$ cat src/rtl/control_fsm_pkg.sv
// Shared types for the multi-cycle RV32 control sequencer: opcodes, FSM states,
// datapath select encodings and branch funct3 codes.
package control_fsm_pkg;

    localparam int DATA_WIDTH = 32;

    typedef logic [DATA_WIDTH-1:0] word_t;

    typedef enum logic [6:0] {
        OPC_LOAD   = 7'b0000011,
        OPC_IMM    = 7'b0010011,
        OPC_AUIPC  = 7'b0010111,
        OPC_STORE  = 7'b0100011,
        OPC_R      = 7'b0110011,
        OPC_LUI    = 7'b0110111,
        OPC_BRANCH = 7'b1100011,
        OPC_JAL    = 7'b1101111,
        OPC_SYSTEM = 7'b1110011
    } opcode_e;

    typedef enum logic [2:0] {
        ST_FETCH,
        ST_DECODE,
        ST_EXECUTE,
        ST_MEM,
        ST_WRITEBACK,
        ST_HALT,
        ST_TRAP
    } ctrl_state_e;

    typedef enum logic [1:0] {
        ALU_A_RS1    = 2'd0,
        ALU_A_OLD_PC = 2'd1,
        ALU_A_ZERO   = 2'd2
    } alu_a_sel_e;

    typedef enum logic [1:0] {
        WB_ALU_OUT = 2'd0,
        WB_MEM     = 2'd1,
        WB_LINK    = 2'd2
    } wb_sel_e;

    localparam logic [2:0] F3_BEQ = 3'b000;
    localparam logic [2:0] F3_BNE = 3'b001;
    localparam logic [2:0] F3_BLT = 3'b100;
    localparam logic [2:0] F3_BGE = 3'b101;

    function automatic logic is_known_opcode(input opcode_e op);
        case (op)
            OPC_R, OPC_IMM, OPC_LOAD, OPC_STORE, OPC_BRANCH,
            OPC_JAL, OPC_LUI, OPC_AUIPC, OPC_SYSTEM: return 1'b1;
            default:                                 return 1'b0;
        endcase
    endfunction

endpackage

$ cat src/rtl/control_fsm_branch_resolve.sv
// Combinational branch condition evaluation from funct3 and the ALU's
// signed-compare flags; unsupported funct3 codes are flagged illegal.
module branch_resolve
    import control_fsm_pkg::*;
(
    input  logic [2:0] funct3_i,
    input  logic       is_zero_i,
    input  logic       is_less_i,
    output logic       taken_o,
    output logic       illegal_o
);

    always_comb begin
        taken_o   = 1'b0;
        illegal_o = 1'b0;
        case (funct3_i)
            F3_BEQ:  taken_o   = is_zero_i;
            F3_BNE:  taken_o   = !is_zero_i;
            F3_BLT:  taken_o   = is_less_i;
            F3_BGE:  taken_o   = !is_less_i;
            default: illegal_o = 1'b1;
        endcase
    end

endmodule

$ cat src/rtl/control_fsm.sv
// Multi-cycle RV32 sequencer: walks FETCH/DECODE/EXECUTE/MEM/WRITEBACK and drives
// the datapath enables, mux selects, ALU opcode and memory handshake.
module control_fsm
    import control_fsm_pkg::*;
(
    input  logic       clk_i,
    input  logic       rst_ni,
    input  opcode_e    opcode_i,
    input  logic [2:0] funct3_i,
    input  logic       mem_ready_i,
    input  logic       is_zero_i,
    input  logic       is_less_i,
    output logic       mem_req_o,
    output logic       mem_we_o,
    output logic       addr_sel_o,
    output logic       ir_we_o,
    output logic       pc_we_o,
    output logic       alu_out_we_o,
    output logic       rf_we_o,
    output logic       pc_src_o,
    output alu_a_sel_e alu_a_sel_o,
    output logic       alu_b_sel_o,
    output opcode_e    alu_opcode_o,
    output wb_sel_e    wb_sel_o,
    output logic       retire_o,
    output logic       halted_o,
    output logic       illegal_o
);

    ctrl_state_e state;
    ctrl_state_e state_next;
    logic        br_taken;
    logic        br_illegal;

    branch_resolve u_branch_resolve (
        .funct3_i  (funct3_i),
        .is_zero_i (is_zero_i),
        .is_less_i (is_less_i),
        .taken_o   (br_taken),
        .illegal_o (br_illegal)
    );

    always_ff @(posedge clk_i) begin
        if (!rst_ni) begin
            state <= ST_FETCH;
        end else begin
            state <= state_next;
        end
    end

    // Outputs are decoded straight from state and inputs; everything is held at 0 while in reset.
    always_comb begin
        state_next   = state;
        mem_req_o    = 1'b0;
        mem_we_o     = 1'b0;
        addr_sel_o   = 1'b0;
        ir_we_o      = 1'b0;
        pc_we_o      = 1'b0;
        alu_out_we_o = 1'b0;
        rf_we_o      = 1'b0;
        pc_src_o     = 1'b0;
        alu_a_sel_o  = ALU_A_RS1;
        alu_b_sel_o  = 1'b0;
        alu_opcode_o = opcode_e'(7'd0);
        wb_sel_o     = WB_ALU_OUT;
        retire_o     = 1'b0;
        halted_o     = 1'b0;
        illegal_o    = 1'b0;

        if (rst_ni) begin
            case (state)
                ST_FETCH: begin
                    mem_req_o = 1'b1;
                    if (mem_ready_i) begin
                        ir_we_o    = 1'b1;
                        pc_we_o    = 1'b1;
                        state_next = ST_DECODE;
                    end
                end

                ST_DECODE: begin
                    alu_a_sel_o  = ALU_A_OLD_PC;
                    alu_b_sel_o  = 1'b1;
                    alu_opcode_o = OPC_AUIPC;
                    alu_out_we_o = 1'b1;
                    if (opcode_i == OPC_SYSTEM) begin
                        state_next = ST_HALT;
                    end else if (!is_known_opcode(opcode_i)) begin
                        state_next = ST_TRAP;
                    end else begin
                        state_next = ST_EXECUTE;
                    end
                end

                ST_EXECUTE: begin
                    alu_opcode_o = opcode_i;
                    case (opcode_i)
                        OPC_R: begin
                            alu_out_we_o = 1'b1;
                            state_next   = ST_WRITEBACK;
                        end
                        OPC_IMM: begin
                            alu_b_sel_o  = 1'b1;
                            alu_out_we_o = 1'b1;
                            state_next   = ST_WRITEBACK;
                        end
                        OPC_LOAD, OPC_STORE: begin
                            alu_b_sel_o  = 1'b1;
                            alu_out_we_o = 1'b1;
                            state_next   = ST_MEM;
                        end
                        OPC_LUI: begin
                            alu_a_sel_o  = ALU_A_ZERO;
                            alu_b_sel_o  = 1'b1;
                            alu_out_we_o = 1'b1;
                            state_next   = ST_WRITEBACK;
                        end
                        OPC_AUIPC: begin
                            alu_a_sel_o  = ALU_A_OLD_PC;
                            alu_b_sel_o  = 1'b1;
                            alu_out_we_o = 1'b1;
                            state_next   = ST_WRITEBACK;
                        end
                        // alu_out keeps the target computed in DECODE, so it is not rewritten here.
                        OPC_BRANCH: begin
                            if (br_illegal) begin
                                state_next = ST_TRAP;
                            end else begin
                                pc_we_o    = br_taken;
                                pc_src_o   = br_taken;
                                retire_o   = 1'b1;
                                state_next = ST_FETCH;
                            end
                        end
                        OPC_JAL: begin
                            pc_we_o    = 1'b1;
                            pc_src_o   = 1'b1;
                            state_next = ST_WRITEBACK;
                        end
                        default: state_next = ST_TRAP;
                    endcase
                end

                ST_MEM: begin
                    mem_req_o  = 1'b1;
                    addr_sel_o = 1'b1;
                    mem_we_o   = (opcode_i == OPC_STORE);
                    if (mem_ready_i) begin
                        if (opcode_i == OPC_STORE) begin
                            retire_o   = 1'b1;
                            state_next = ST_FETCH;
                        end else begin
                            state_next = ST_WRITEBACK;
                        end
                    end
                end

                ST_WRITEBACK: begin
                    rf_we_o = 1'b1;
                    if (opcode_i == OPC_LOAD) begin
                        wb_sel_o = WB_MEM;
                    end else if (opcode_i == OPC_JAL) begin
                        wb_sel_o = WB_LINK;
                    end
                    retire_o   = 1'b1;
                    state_next = ST_FETCH;
                end

                ST_HALT: halted_o = 1'b1;

                ST_TRAP: illegal_o = 1'b1;

                default: state_next = ST_TRAP;
            endcase
        end
    end

endmodule

$ cat config.mk
export PLATFORM = sky130hd
export DESIGN_NAME = control_fsm
export DESIGN_NICKNAME = d
export VERILOG_FILES = /design/src/rtl/control_fsm_pkg.sv /design/src/rtl/control_fsm_branch_resolve.sv /design/src/rtl/control_fsm.sv
export SDC_FILE = /design/constraint.sdc
export NUM_CORES = 1
export LEC_CHECK = 0
export BUFFER_PORTS_ARGS = -buffer_cell sky130_fd_sc_hd__buf_4
export CAP_MARGIN = 10
export CORE_MARGIN = 2
export CORE_UTILIZATION = 46
export CTS_BUF_LIST = sky130_fd_sc_hd__clkbuf_8
export CTS_CLUSTER_SIZE = 8
export DETAILED_ROUTE_END_ITERATION = 6
export GPL_ROUTABILITY_DRIVEN = 0
export PLACE_DENSITY = 0.87
export SLEW_MARGIN = 5
export SYNTH_ARGS = -nofsm -noshare
export SYNTH_HDL_FRONTEND = slang
export SYNTH_SLANG_ARGS = --single-unit
$ cat constraint.sdc
create_clock -name clk_i -period 1.8 [get_ports clk_i]
set_input_delay 0.36 -clock clk_i [delete_from_list [all_inputs] [get_ports clk_i]]
set_output_delay 0.36 -clock clk_i [all_outputs]
set_load 0.005 [all_outputs]
Word-level counts from Yosys, hierarchy flattened

Index checks and enable logic that the tools add are counted.

Input bits: 15
Bits in registers: 3

Equality and inequality tests: 20
Muxes and demuxes: 55
Reductions and logical operators: 13
Bitwise logic cells: 1

Operator list:

| operator           | number |
|---|---|
| $mux 1             | 32 |
| $eq 7x6->1 const B | 3 |
| $eq 7x7->1 const B | 3 |
| $mux 3             | 6 |
| $pmux 3 s6         | 1 |
| $eq 3x3->1 const B | 5 |
| $eq 7x5->1 const B | 2 |
| $pmux 7 s2         | 1 |
| $mux 2             | 5 |
| $reduce_or 5->1    | 2 |
| $pmux 3 s3         | 1 |
| $reduce_or 9->1    | 1 |
| $pmux 1 s2         | 4 |
| $pmux 2 s2         | 2 |
| $eq 7x2->1 const B | 1 |
| $mux 7             | 1 |
| $eq 3x1->1 const B | 2 |
| $eq 3x2->1 const B | 2 |
| $logic_not 3->1    | 2 |
| $reduce_or 2->1    | 3 |
| $reduce_or 6->1    | 1 |
| $ne 2x2->1 const B | 2 |
| $pmux 1 s4         | 1 |
| $reduce_or 4->1    | 1 |
| other kinds (4)    | 5 |

Logic depth before layout (Yosys ltp)

Gate-level depths: netlist of run 1.

Word-level depth: 9
Mapped depth: 5

Modules after synthesis

Synthesis of run 1 repeated with hierarchy kept, for this count alone.

Cell total of the unflattened synthesis: 108
Area total of the unflattened synthesis: 661.9 um2

Modules (own cells, without submodules):

| module         | instances | sequential area each (um2) | area an instance (um2) | cells an instance |
|---|---|---|---|---|
| control_fsm    | 1         | 60.1                       | 625.6                  | 103 |
| branch_resolve | 1         | 0.0                        | 36.3                   | 5 |

Worst setup path after synthesis of run 1

No wires, ideal clock.

Path kind: input to output
From: input port opcode_i[4]
To: output port retire_o
Cell stages on the path: 5
Arrival time: 1.222 ns
Required time: 1.440 ns
Path buffers: 1
Path slack: 0.218 ns
Cell sequence: buf_2 > and3b_1 > a41oi_1 > o32ai_1 > and2_1

Word-level cells in the longest chain between the ends: 5

Ends and longest elaborated chain:

| element         | line               | text |
|---|---|---|
| start, declared | control_fsm.sv:8   | `input opcode_e opcode_i,` |
| $eq 7x6->1      | control_fsm.sv:149 | `if (opcode_i == OPC_STORE) begin` |
| $mux 1          | control_fsm.sv:149 |  |
| $mux 1          | control_fsm.sv:148 | `if (mem_ready_i) begin` |
| $pmux 1 s3 *    | control_fsm.sv:71  | `case (state)` |
| $mux 1 *        | control_fsm.sv:70  | `if (rst_ni) begin` |
| end, declared   | control_fsm.sv:25  | `output logic retire_o,` |

Every way passes the cells marked *; elsewhere a longest branch is shown, timed or not.

Worst setup path in the final report of run 1

From: input port opcode_i[2]
To: output port retire_o

Same word-level chain as after synthesis.

==> results.json, run 1 <==
{
  "drt_iter0_markers": 32,
  "dieArea_um2": 1840,
  "drc": 0,
  "setup_violations": 0,
  "hold-path-cell-count": 3,
  "syn_avg_cell_area_um2": 6.56,
  "vias": 993,
  "slowest_delay_ns": 0.37,
  "synth_cells": 106,
  "crit_fanout": 6,
  "startpoint_type": "primary input",
  "coreArea_um2": 1450,
  "hold_ws_ns": 0.467,
  "area_growth_pct": 66.5,
  "status": "completed",
  "die_h_um": 42.9,
  "fin_nets": 170,
  "layout-drive-gt1-share_pct": 44.8,
  "reg2reg_to": "state[1]",
  "dpl_worst_slack_ns": 0.00417,
  "reg2reg_slack_ns": 0.51,
  "clk_latency_ns": 0.21,
  "start_util_pct": 47.8,
  "netlist_area_um2": 696,
  "io_pins": 38,
  "grt_usage_pct": 25.5,
  "numCtsBuffers": 3,
  "r2r_cells": 5,
  "largest_register": "state",
  "cp_slowest_cell": "and4bb_4",
  "drtAntennaViolNets": 0,
  "hold_path.class": "primary input to flip-flop",
  "ys.flop_type": "dfxtp_1",
  "ys.warnings.count": 0,
  "reg_top3": "state (3)",
  "crit_buf_inv": 2,
  "finalSetupTns_ns": 0,
  "syn_nets": 121,
  "synth_enable_flop_cells": 0,
  "fp.dieW_um": 42.9,
  "ys_types": 34,
  "timing.rr.start": "state[1]",
  "grt_overflow_total": 0,
  "ys_ff_latch": 3,
  "final.min_clock_period_ns": 1.76,
  "cp.depth": 6,
  "htreeDepth": 1,
  "fin_crit_sh_pct": 97.7,
  "cts_tree": "built",
  "crit_type": "primary input to output port",
  "grt_pass1_wl_um": 3710,
  "power_density_nw_per_um2": 926,
  "worst_path_most_repeated_cell": "buf_4",
  "critPathArrivalTime_ns": 1.40,
  "cap_violations": 0,
  "worst_setup_path_end_kind": "output port",
  "p_total_w": 0.00107,
  "firstDrtPassIters": 4,
  "cp.required_ns": 1.44,
  "clock_path_buffers": 2,
  "max_freq_mhz": 569,
  "via_per_inst": 5.84,
  "tightest_slew_ns": 0.305,
  "setup_ws_ns": 0.0416,
  "cp_top_family": "simple AND/OR/NAND/NOR gates",
  "ys_seq_area_share_pct": 8.63,
  "hold_end": "state[0]",
  "clk_pin_slew_ns": 0.03,
  "seq_area_um2": 62.6,
  "wirelength_um": 2360,
  "synthArstFlopShare_pct": 0,
  "post_drt_wl_per_cell_um": 13.9,
  "finClkSkew_ns": 0.00201,
  "maxSlewViolCount": 0,
  "hold_start": "rst_ni",
  "crit_chain": "buf_4 > and4bb_4 > a41oi_2 > o32ai_2 > and2_1 > buf_4",
  "largest_reg_flops": 3,
  "cts-root-buf": "clkbuf_8",
  "multi_input_area_um2": 644,
  "place_hpwl_um": 1760,
  "antenna_cells": 0,
  "fillers": 100,
  "final_util_pct": 79.7,
  "io_buffers": 37,
  "slew_headroom_pct": 79.5,
  "grt_pass1_vias": 874,
  "antenna_found_initial": 0,
  "clock_sinks": 3,
  "ir_drop_mv": 1.05,
  "grt_max_degree": 15,
  "hold_viol": 0,
  "num_rows": 14,
  "leakage_nw": 0.549
}
==> cells in the mapped netlist (all sizes together), types with 2 or more instances <==
| cell | instances | share of area (%) |
|---|---|---|
| o21bai | 2 | 2.2 |
| and2 | 4 | 3.6 |
| nand2 | 19 | 10 |
| and3b | 2 | 2.5 |
| a21oi | 5 | 3.6 |
| nand3 | 2 | 1.4 |
| a31oi | 3 | 2.7 |
| buf | 6 | 5.0 |
| dfxtp | 3 | 8.6 |
| nor2 | 13 | 7.0 |
| nor2b | 4 | 3.6 |
| inv | 2 | 1.1 |
| nand4 | 4 | 4.5 |
| o31a | 2 | 2.5 |
| o32ai | 3 | 3.8 |
| nor3 | 5 | 4.3 |
| nand2b | 6 | 5.4 |
| and3 | 3 | 2.7 |
| o21ai | 7 | 5.0 |
==> stage by stage <==
stage | instance area, um^2 | cells
2_1_floorplan | 696 | 106
3_3_place_gp | 1060 | 166
3_5_place_dp | 1060 | 166
4_1_cts | 1110 | 170
5_1_grt | 1160 | 170
6_report | 1160 | 170
==> timing repair <==
item | in CTS | in global routing
buffers inserted | 0 | 0
hold buffers | 0 | 0
resized for setup | 4 | 9
pin swaps | 0 | 4
cloned | 0 | 0
setup endpoints to repair | 5 | 14
==> area by class of cell <==
cell class | instances | area share, %
repair buffers | 50 | 32.7
well taps | 16 | 1.73
multi-input cells | 95 | 55.6
clock inverters | 1 | 0.324
inverters | 2 | 0.648
flip-flops and latches | 3 | 5.40
clock buffers | 3 | 3.56
==> worst reg2reg max path, cell delays in order, from the launching register on <==
cell and delay, ns:
dfxtp_2 0.36, buf_6 0.17, inv_1 0.10, a2111oi_4 0.28, o32ai_1 0.12, a21oi_1 0.17
==> worst max-delay path by stage <==
stage,start,slack (ns),end
floorplan,opcode_i[4],0.22,retire_o
global placement,opcode_i[3],0.01,retire_o
detailed placement,opcode_i[3],0.004,retire_o
CTS,opcode_i[3],0.004,retire_o
global route,state[0],-0.03,pc_we_o
finish,opcode_i[2],0.04,retire_o
==> metal layers <==
metal	wire, um	global-route usage [%]	share of wire [%]
met5	0	0	0
met2	1170	47.3	50
met3	212	2.55	9.0
met1	928	30.6	39
met4	51	6.25	2.2
==> report_power, final <==
part / total (W) / internal (W) / switching (W)
clock: 0.000184 / 0.000145 / 0.0000394
sequential: 0.000154 / 0.0000988 / 0.0000547
combinational: 0.000736 / 0.000371 / 0.000365
==> logic make-up (layout without fill, tap and decap cells) <==
group / Yosys count / in the layout / synth area share [%]
AO/OA/AOI/OAI: 27 / 27 / 28.6
XOR/XNOR: 2 / 2 / 2.52
buffers and inverters: 8 / 56 / 6.11
flip-flops: 3 / 3 / 8.63
multiplexers: 1 / 1 / 1.44
AND/OR/NAND/NOR: 65 / 65 / 52.7
==> cells in the final DEF (no fill, tap or decap), types with 3 or more instances in the layout <==
cell type	n
nand2_1	18
and3_1	3
nor2_1	12
buf_4	49
inv_1	3
nand4_1	3
clkbuf_8	3
nand2b_1	4
a31oi_1	3
nor3_2	3
a21oi_1	5
and2_1	4
nor2b_1	3
o21ai_0	6
Power figures use the tool's default switching activity.
==> inputs of run 2 (changes only) <==
--- a/config.mk
+++ b/config.mk
@@ -8,12 +8,12 @@
 export BUFFER_PORTS_ARGS = -buffer_cell sky130_fd_sc_hd__buf_4
 export CAP_MARGIN = 10
 export CORE_MARGIN = 2
-export CORE_UTILIZATION = 46
+export CORE_UTILIZATION = 40
 export CTS_BUF_LIST = sky130_fd_sc_hd__clkbuf_8
 export CTS_CLUSTER_SIZE = 8
 export DETAILED_ROUTE_END_ITERATION = 6
 export GPL_ROUTABILITY_DRIVEN = 0
-export PLACE_DENSITY = 0.87
+export PLACE_DENSITY = 0.78
 export SLEW_MARGIN = 5
 export SYNTH_ARGS = -nofsm -noshare
 export SYNTH_HDL_FRONTEND = slang
==> run 2 against run 1 <==
Compared with the run above:
- worst setup slack got worse by 0.022 ns
- maximum frequency is 1.2% lower
- via count down 4.1%
- design area rose by 1.3%
- core utilization is 10 points lower
- clock power rose by 7%
- wire length is 1.9% lower
- clock-buffer cell count unchanged
- clock skew rose by 0.0014 ns
- total power decreased by 2.4%
- critical path type unchanged
- largest power group unchanged
==> results.json, run 2 (same netlist as run 1, synthesis figures left out) <==
{
  "crit_type": "primary input to output port",
  "timing.rr.start": "state[1]",
  "grt_pass1_wl_um": 3480,
  "final_util_pct": 69.5,
  "layout-drive-gt1-share_pct": 44.2,
  "rsz0062_at_grt": "true",
  "multi_input_area_um2": 632,
  "place_hpwl_um": 1690,
  "clockPowerShare_pct": 18.8,
  "cp.required_ns": 1.44,
  "cap_violations": 0,
  "p_switching_w": 0.000453,
  "io_pins": 38,
  "dieArea_um2": 2090,
  "clk_pin_slew_ns": 0.03,
  "htreeDepth": 1,
  "maxSlewViolCount": 0,
  "cp_top_family": "compound AO/OA/AOI/OAI gates",
  "p_sw_share_pct": 43.2,
  "grt_pass1_vias": 784,
  "post_drt_wl_per_cell_um": 13.4,
  "final_common_cell": "buf_4",
  "clock_path_buffers": 2,
  "cts_tree": "built",
  "tightest_slew_ns": 0.266,
  "antenna_found_initial": 0,
  "setup_violations": 0,
  "worst_setup_path_end_kind": "output port",
  "fin_nets": 172,
  "die_h_um": 45.7,
  "hold_start": "rst_ni",
  "cts-root-buf": "clkbuf_8",
  "fillers": 154,
  "hold_viol": 0,
  "start_util_pct": 41.2,
  "final.min_clock_period_ns": 1.78,
  "grt_max_degree": 17,
  "largest_register": "state",
  "worst_path_most_repeated_cell": "buf_6",
  "slew_headroom_pct": 82.2,
  "dpl_cell_area_um2": 1050,
  "clock_sinks": 3,
  "startpoint_type": "primary input",
  "crit_buf_inv": 3,
  "crit_fanout": 4,
  "setup_ws_ns": 0.0198,
  "firstDrtPassIters": 4,
  "area_growth_pct": 68.7,
  "grt_overflow_total": 0,
  "antenna_cells": 0,
  "numCtsBuffers": 3,
  "crit_chain": "buf_6 > buf_6 > nand4bb_4 > o31a_1 > o21bai_1 > buf_4",
  "coreArea_um2": 1690,
  "drc": 0,
  "finalSetupTns_ns": 0,
  "dpl_worst_slack_ns": -0.0119,
  "finClkSkew_ns": 0.00336,
  "placedCellCount": 166,
  "io_buffers": 37,
  "status": "completed",
  "vias": 952,
  "seq_area_um2": 62.6,
  "drtAntennaViolNets": 0,
  "wirelength_um": 2320,
  "grt_usage_pct": 22.4,
  "leakage_nw": 0.570,
  "power_density_nw_per_um2": 892,
  "via_per_inst": 5.50,
  "reg_top3": "state (3)",
  "hold_end": "state[1]",
  "hold_path.class": "primary input to flip-flop",
  "ir_drop_mv": 0.734,
  "reg2reg_to": "state[2]",
  "slowest_delay_ns": 0.33,
  "fin_crit_sh_pct": 98.9,
  "seqPwrFrac_pct": 13.7,
  "mostFrequentLayoutCells": "48 x buf_4, 18 x nand2_1, 12 x nor2_1",
  "num_rows": 15,
  "final_area_um2": 1170,
  "fp.dieW_um": 45.7,
  "p_int_w": 0.000595,
  "clk_latency_ns": 0.22,
  "hold-path-cell-count": 3,
  "largest_reg_flops": 3,
  "reg2reg_slack_ns": 0.50,
  "drt_iter0_markers": 12,
  "power_frac_comb_pct": 67.4,
  "r2r_cells": 5,
  "cp_slowest_cell": "o31a_1",
  "critPathArrivalTime_ns": 1.42,
  "max_freq_mhz": 562,
  "fin_cells": 173
}
-- run 2: cell count changes in the layout (fill, tap and decap cells not counted), sizes merged --
cell / previous run / this run
buf: 50 / 52
-- run 2: worst max-delay path by stage --
stage	cells after the start	start	endpoint
floorplan	5	opcode_i[4]	retire_o
global placement	6	opcode_i[3]	retire_o
detailed placement	6	opcode_i[3]	retire_o
CTS	6	opcode_i[3]	retire_o
global route	6	opcode_i[2]	pc_we_o
finish	6	opcode_i[2]	pc_we_o
-- run 2: metal layers --
layer | GRT usage [%] | routed length (um)
met2 | 39.2 | 1130
met4 | 8.57 | 25
met5 | 0 | 0
met3 | 1.59 | 137
met1 | 28.4 | 1030
-- run 2: timing repair --
| action | 4_1_cts | 5_1_grt |
|---|---|---|
| hold buffers | 0 | 0 |
| setup buffers | 0 | 3 |
| endpoints found under the setup margin | 16 | 6 |
| pin swaps | 1 | 8 |
| gates resized for setup | 7 | 8 |
-- run 2: final cells by class --
type                    count  share of cell area, %
multi-input cells          95                   53.8
repair buffers             52                   34.5
flip-flops and latches      3                   5.33
clock buffers               3                   3.52
well taps                  17                   1.81
inverters                   2                  0.640
clock inverters             1                  0.320
-- run 2: power groups by stage --
stage | registers [W] | clock network, W | logic (W)
CTS | 0.000140 | 0.000202 | 0.000676
finish | 0.000144 | 0.000197 | 0.000706
detailed placement | 0.000136 | 0 | 0.000644
global route | 0.000149 | 0.000207 | 0.000779
global placement | 0.000136 | 0 | 0.000634
floorplan | 0.000124 | 0 | 0.000392
-- run 2: worst reg2reg max path, cell delays in order (launching register included) --
cell,delay [ns]
dfxtp_2,0.34
buf_4,0.17
nand2b_1,0.19
nand2_1,0.10
o21ai_0,0.08
o32ai_1,0.31
-- run 2: metrics by stage --
stage	total power, W	hold slack (ns)
6_report	0.00105	0.437
2_1_floorplan	0.000516	0.495
4_1_cts	0.00102	0.442
5_1_grt	0.00114	0.450
3_5_place_dp	0.000780	0.667
3_3_place_gp	0.000770	0.659
==> inputs of run 3 (changes only) <==
--- a/config.mk
+++ b/config.mk
@@ -5,15 +5,16 @@
 export SDC_FILE = /design/constraint.sdc
 export NUM_CORES = 1
 export LEC_CHECK = 0
-export BUFFER_PORTS_ARGS = -buffer_cell sky130_fd_sc_hd__buf_4
+export ABC_AREA = 1
+export BUFFER_PORTS_ARGS = -buffer_cell sky130_fd_sc_hd__buf_2
 export CAP_MARGIN = 10
 export CORE_MARGIN = 2
-export CORE_UTILIZATION = 40
+export CORE_UTILIZATION = 45
 export CTS_BUF_LIST = sky130_fd_sc_hd__clkbuf_8
 export CTS_CLUSTER_SIZE = 8
 export DETAILED_ROUTE_END_ITERATION = 6
 export GPL_ROUTABILITY_DRIVEN = 0
-export PLACE_DENSITY = 0.78
+export PLACE_DENSITY = 0.87
 export SLEW_MARGIN = 5
 export SYNTH_ARGS = -nofsm -noshare
 export SYNTH_HDL_FRONTEND = slang
==> run 3 against run 2 <==
Compared with the run above:
- sequential power increased by 37%
- combinational power decreased by 1%
- total power increased by 4.0%
- first-iteration DRC count increased to 6.5 times the previous value
- via count increased by 20%
==> results.json, run 3 <==
{
  "startpoint_type": "flip-flop",
  "firstDrtPassIters": 4,
  "dpl_cell_area_um2": 907,
  "slew_headroom_pct": 81.7,
  "syn_nets": 156,
  "cp.required_ns": 1.44,
  "largest_register": "state",
  "layout-drive-gt1-share_pct": 37.0,
  "ir_drop_mv": 0.710,
  "finClkSkew_ns": 0.00238,
  "fin_nets": 208,
  "ys_types": 19,
  "synth_top_family_by_area": "simple AND/OR/NAND/NOR gates",
  "synth_area_leaders": "nand2_1 21%, nor2_1 18%, inv_1 14%",
  "clock_sinks": 3,
  "finalSetupTns_ns": 0,
  "synth_enable_flop_cells": 0,
  "p_total_w": 0.00109,
  "fillers": 108,
  "grt_max_degree": 9,
  "dr.max_layer_used": "met4",
  "ys.warnings.count": 0,
  "hold-path-cell-count": 3,
  "wl_met1_um": 897,
  "leakage_nw": 0.610,
  "area_growth_pct": 58.7,
  "netlist_area_um2": 658,
  "grt_usage_pct": 23.4,
  "synth_commonest_cells": "37 x nand2_1, 32 x nor2_1, 24 x inv_1",
  "antenna_cells": 0,
  "htreeDepth": 1,
  "synth_fa_ha_area_share_pct": 0,
  "cts-root-buf": "clkbuf_8",
  "drt_iter0_markers": 78,
  "drtAntennaViolNets": 0,
  "largest_reg_flops": 3,
  "die_h_um": 42.2,
  "tightest_slew_ns": 0.272,
  "num_rows": 13,
  "via_per_inst": 5.53,
  "dr_wl_met2_um": 1160,
  "critPathArrivalTime_ns": 1.39,
  "status": "completed",
  "io_buffers": 37,
  "synth_top_area_share_pct": 21.1,
  "reg_top3": "state (3)",
  "r2r_cells": 8,
  "crit_type": "flip-flop to output port",
  "ys.flop_type": "dfxtp_1",
  "mostFrequentLayoutCells": "37 x buf_2, 32 x nand2_1, 29 x nor2_1",
  "post_drt_wl_per_cell_um": 11.9,
  "final_common_cell": "buf_2",
  "power_density_nw_per_um2": 1040,
  "grt_pass1_wl_um": 3380,
  "drc": 0,
  "ys_seq_area_share_pct": 9.13,
  "clk_latency_ns": 0.22,
  "crit_fanout": 6,
  "cap_violations": 0,
  "start_util_pct": 49.3,
  "met3_length_um": 308,
  "wirelength_um": 2460,
  "final.min_clock_period_ns": 1.75,
  "grt_pass1_vias": 897,
  "fin_crit_sh_pct": 97.1,
  "max_freq_mhz": 572,
  "hold_viol": 0,
  "rsz0062_at_grt": "true",
  "worst_setup_path_end_kind": "output port",
  "clk_pin_slew_ns": 0.03,
  "synthArstFlopShare_pct": 0,
  "numCtsBuffers": 3,
  "dieArea_um2": 1780,
  "hold_ws_ns": 0.464,
  "place_hpwl_um": 1740,
  "fp.dieW_um": 42.2,
  "synthXorXnorAreaFrac_pct": 1.33,
  "synthSimpleGateAreaFrac_pct": 58.7,
  "ys_ff_latch": 3,
  "antenna_found_initial": 0,
  "placedCellCount": 199,
  "final_area_um2": 1040,
  "io_pins": 38,
  "clock_path_buffers": 2,
  "fin_cells": 207,
  "synth_cells": 141,
  "maxSlewViolCount": 0,
  "syn_avg_cell_area_um2": 4.67,
  "yosysMostFrequentCell": "nand2_1",
  "grt_overflow_total": 0,
  "cts_tree": "built",
  "synth_top_cell_by_area": "nand2_1",
  "vias": 1145,
  "synth-compound-area-share_pct": 16.0,
  "hold_path.class": "primary input to flip-flop",
  "muxShareOfSynthArea_pct": 0,
  "setup_violations": 0,
  "coreArea_um2": 1330
}
## run 3: cell types whose count changed in the layout (fill, tap and decap cells not counted), moves of 4 or more
| cell | before | now |
|---|---|---|
| and2_1 | 4 | 0 |
| buf_2 | 0 | 37 |
| buf_4 | 48 | 10 |
| buf_6 | 4 | 0 |
| inv_1 | 3 | 22 |
| inv_2 | 0 | 4 |
| nand2_1 | 18 | 32 |
| nand2b_1 | 4 | 0 |
| nand3_1 | 2 | 11 |
| nor2_1 | 12 | 29 |
| nor2b_1 | 4 | 0 |
## run 3: what timing repair did
action / 4_1_cts / 5_1_grt
hold buffers: 0 / 0
resized for setup: 3 / 20
setup endpoints to repair: 4 / 11
pin swaps: 0 / 6
buffers inserted: 0 / 4
## run 3: layout make-up
| cell class | instances | area [um^2] | area share [%] |
|---|---|---|---|
| well taps | 15 | 18.8 | 1.80 |
| flip-flops and latches | 3 | 68.8 | 6.59 |
| repair buffers | 47 | 260 | 24.9 |
| clock buffers | 3 | 41.3 | 3.95 |
| inverters | 26 | 100 | 9.58 |
| clock inverters | 1 | 3.75 | 0.359 |
| multi-input cells | 112 | 552 | 52.8 |
## run 3: per-layer routing
metal | up-vias | track usage, %
met3 | 15 | 0
met1 | 484 | 27.9
met5 | - | 0
met4 | 0 | 11.9
li1 | 550 | -
met2 | 96 | 42.5
## run 3: logic make-up after synthesis
logic type | count (synthesis)
AOI/OAI and AO/OA | 19
DFF | 3
and+or+nand+nor | 92
buffers and inverters | 26
xor gates and xnor gates | 1
## run 3: path summary, 6_finish.rpt
path	from	to	slack [ns]
setup reg to reg	state[2]	state[1]	0.37
hold reg to reg	state[0]	state[0]	0.57
hold / removal	rst_ni	state[1]	0.46
setup / recovery	state[2]	retire_o	0.05
## run 3: where the power goes
part	internal [W]	total, W	switching (W)
registers	0.000114	0.000197	0.0000837
clock network	0.000145	0.000193	0.0000476
logic	0.000297	0.000699	0.000402
## run 3: through the flow
| step | util, % | worst slack [ns] |
|---|---|---|
| after floorplan | - | 0.317 |
| after global placement | 68.0 | 0.0944 |
| after detailed placement | 68.0 | 0.0248 |
| after CTS | 71.6 | 0.0233 |
| after global routing | 78.3 | -0.0269 |
| final | 78.3 | 0.0514 |
## run 3: worst max-delay path: stages (launching register included)
cell	delay (ns)
dfxtp_2	0.36
inv_2	0.11
nand3_1	0.20
o31ai_2	0.24
o21ai_0	0.10
inv_1	0.06
buf_2	0.10
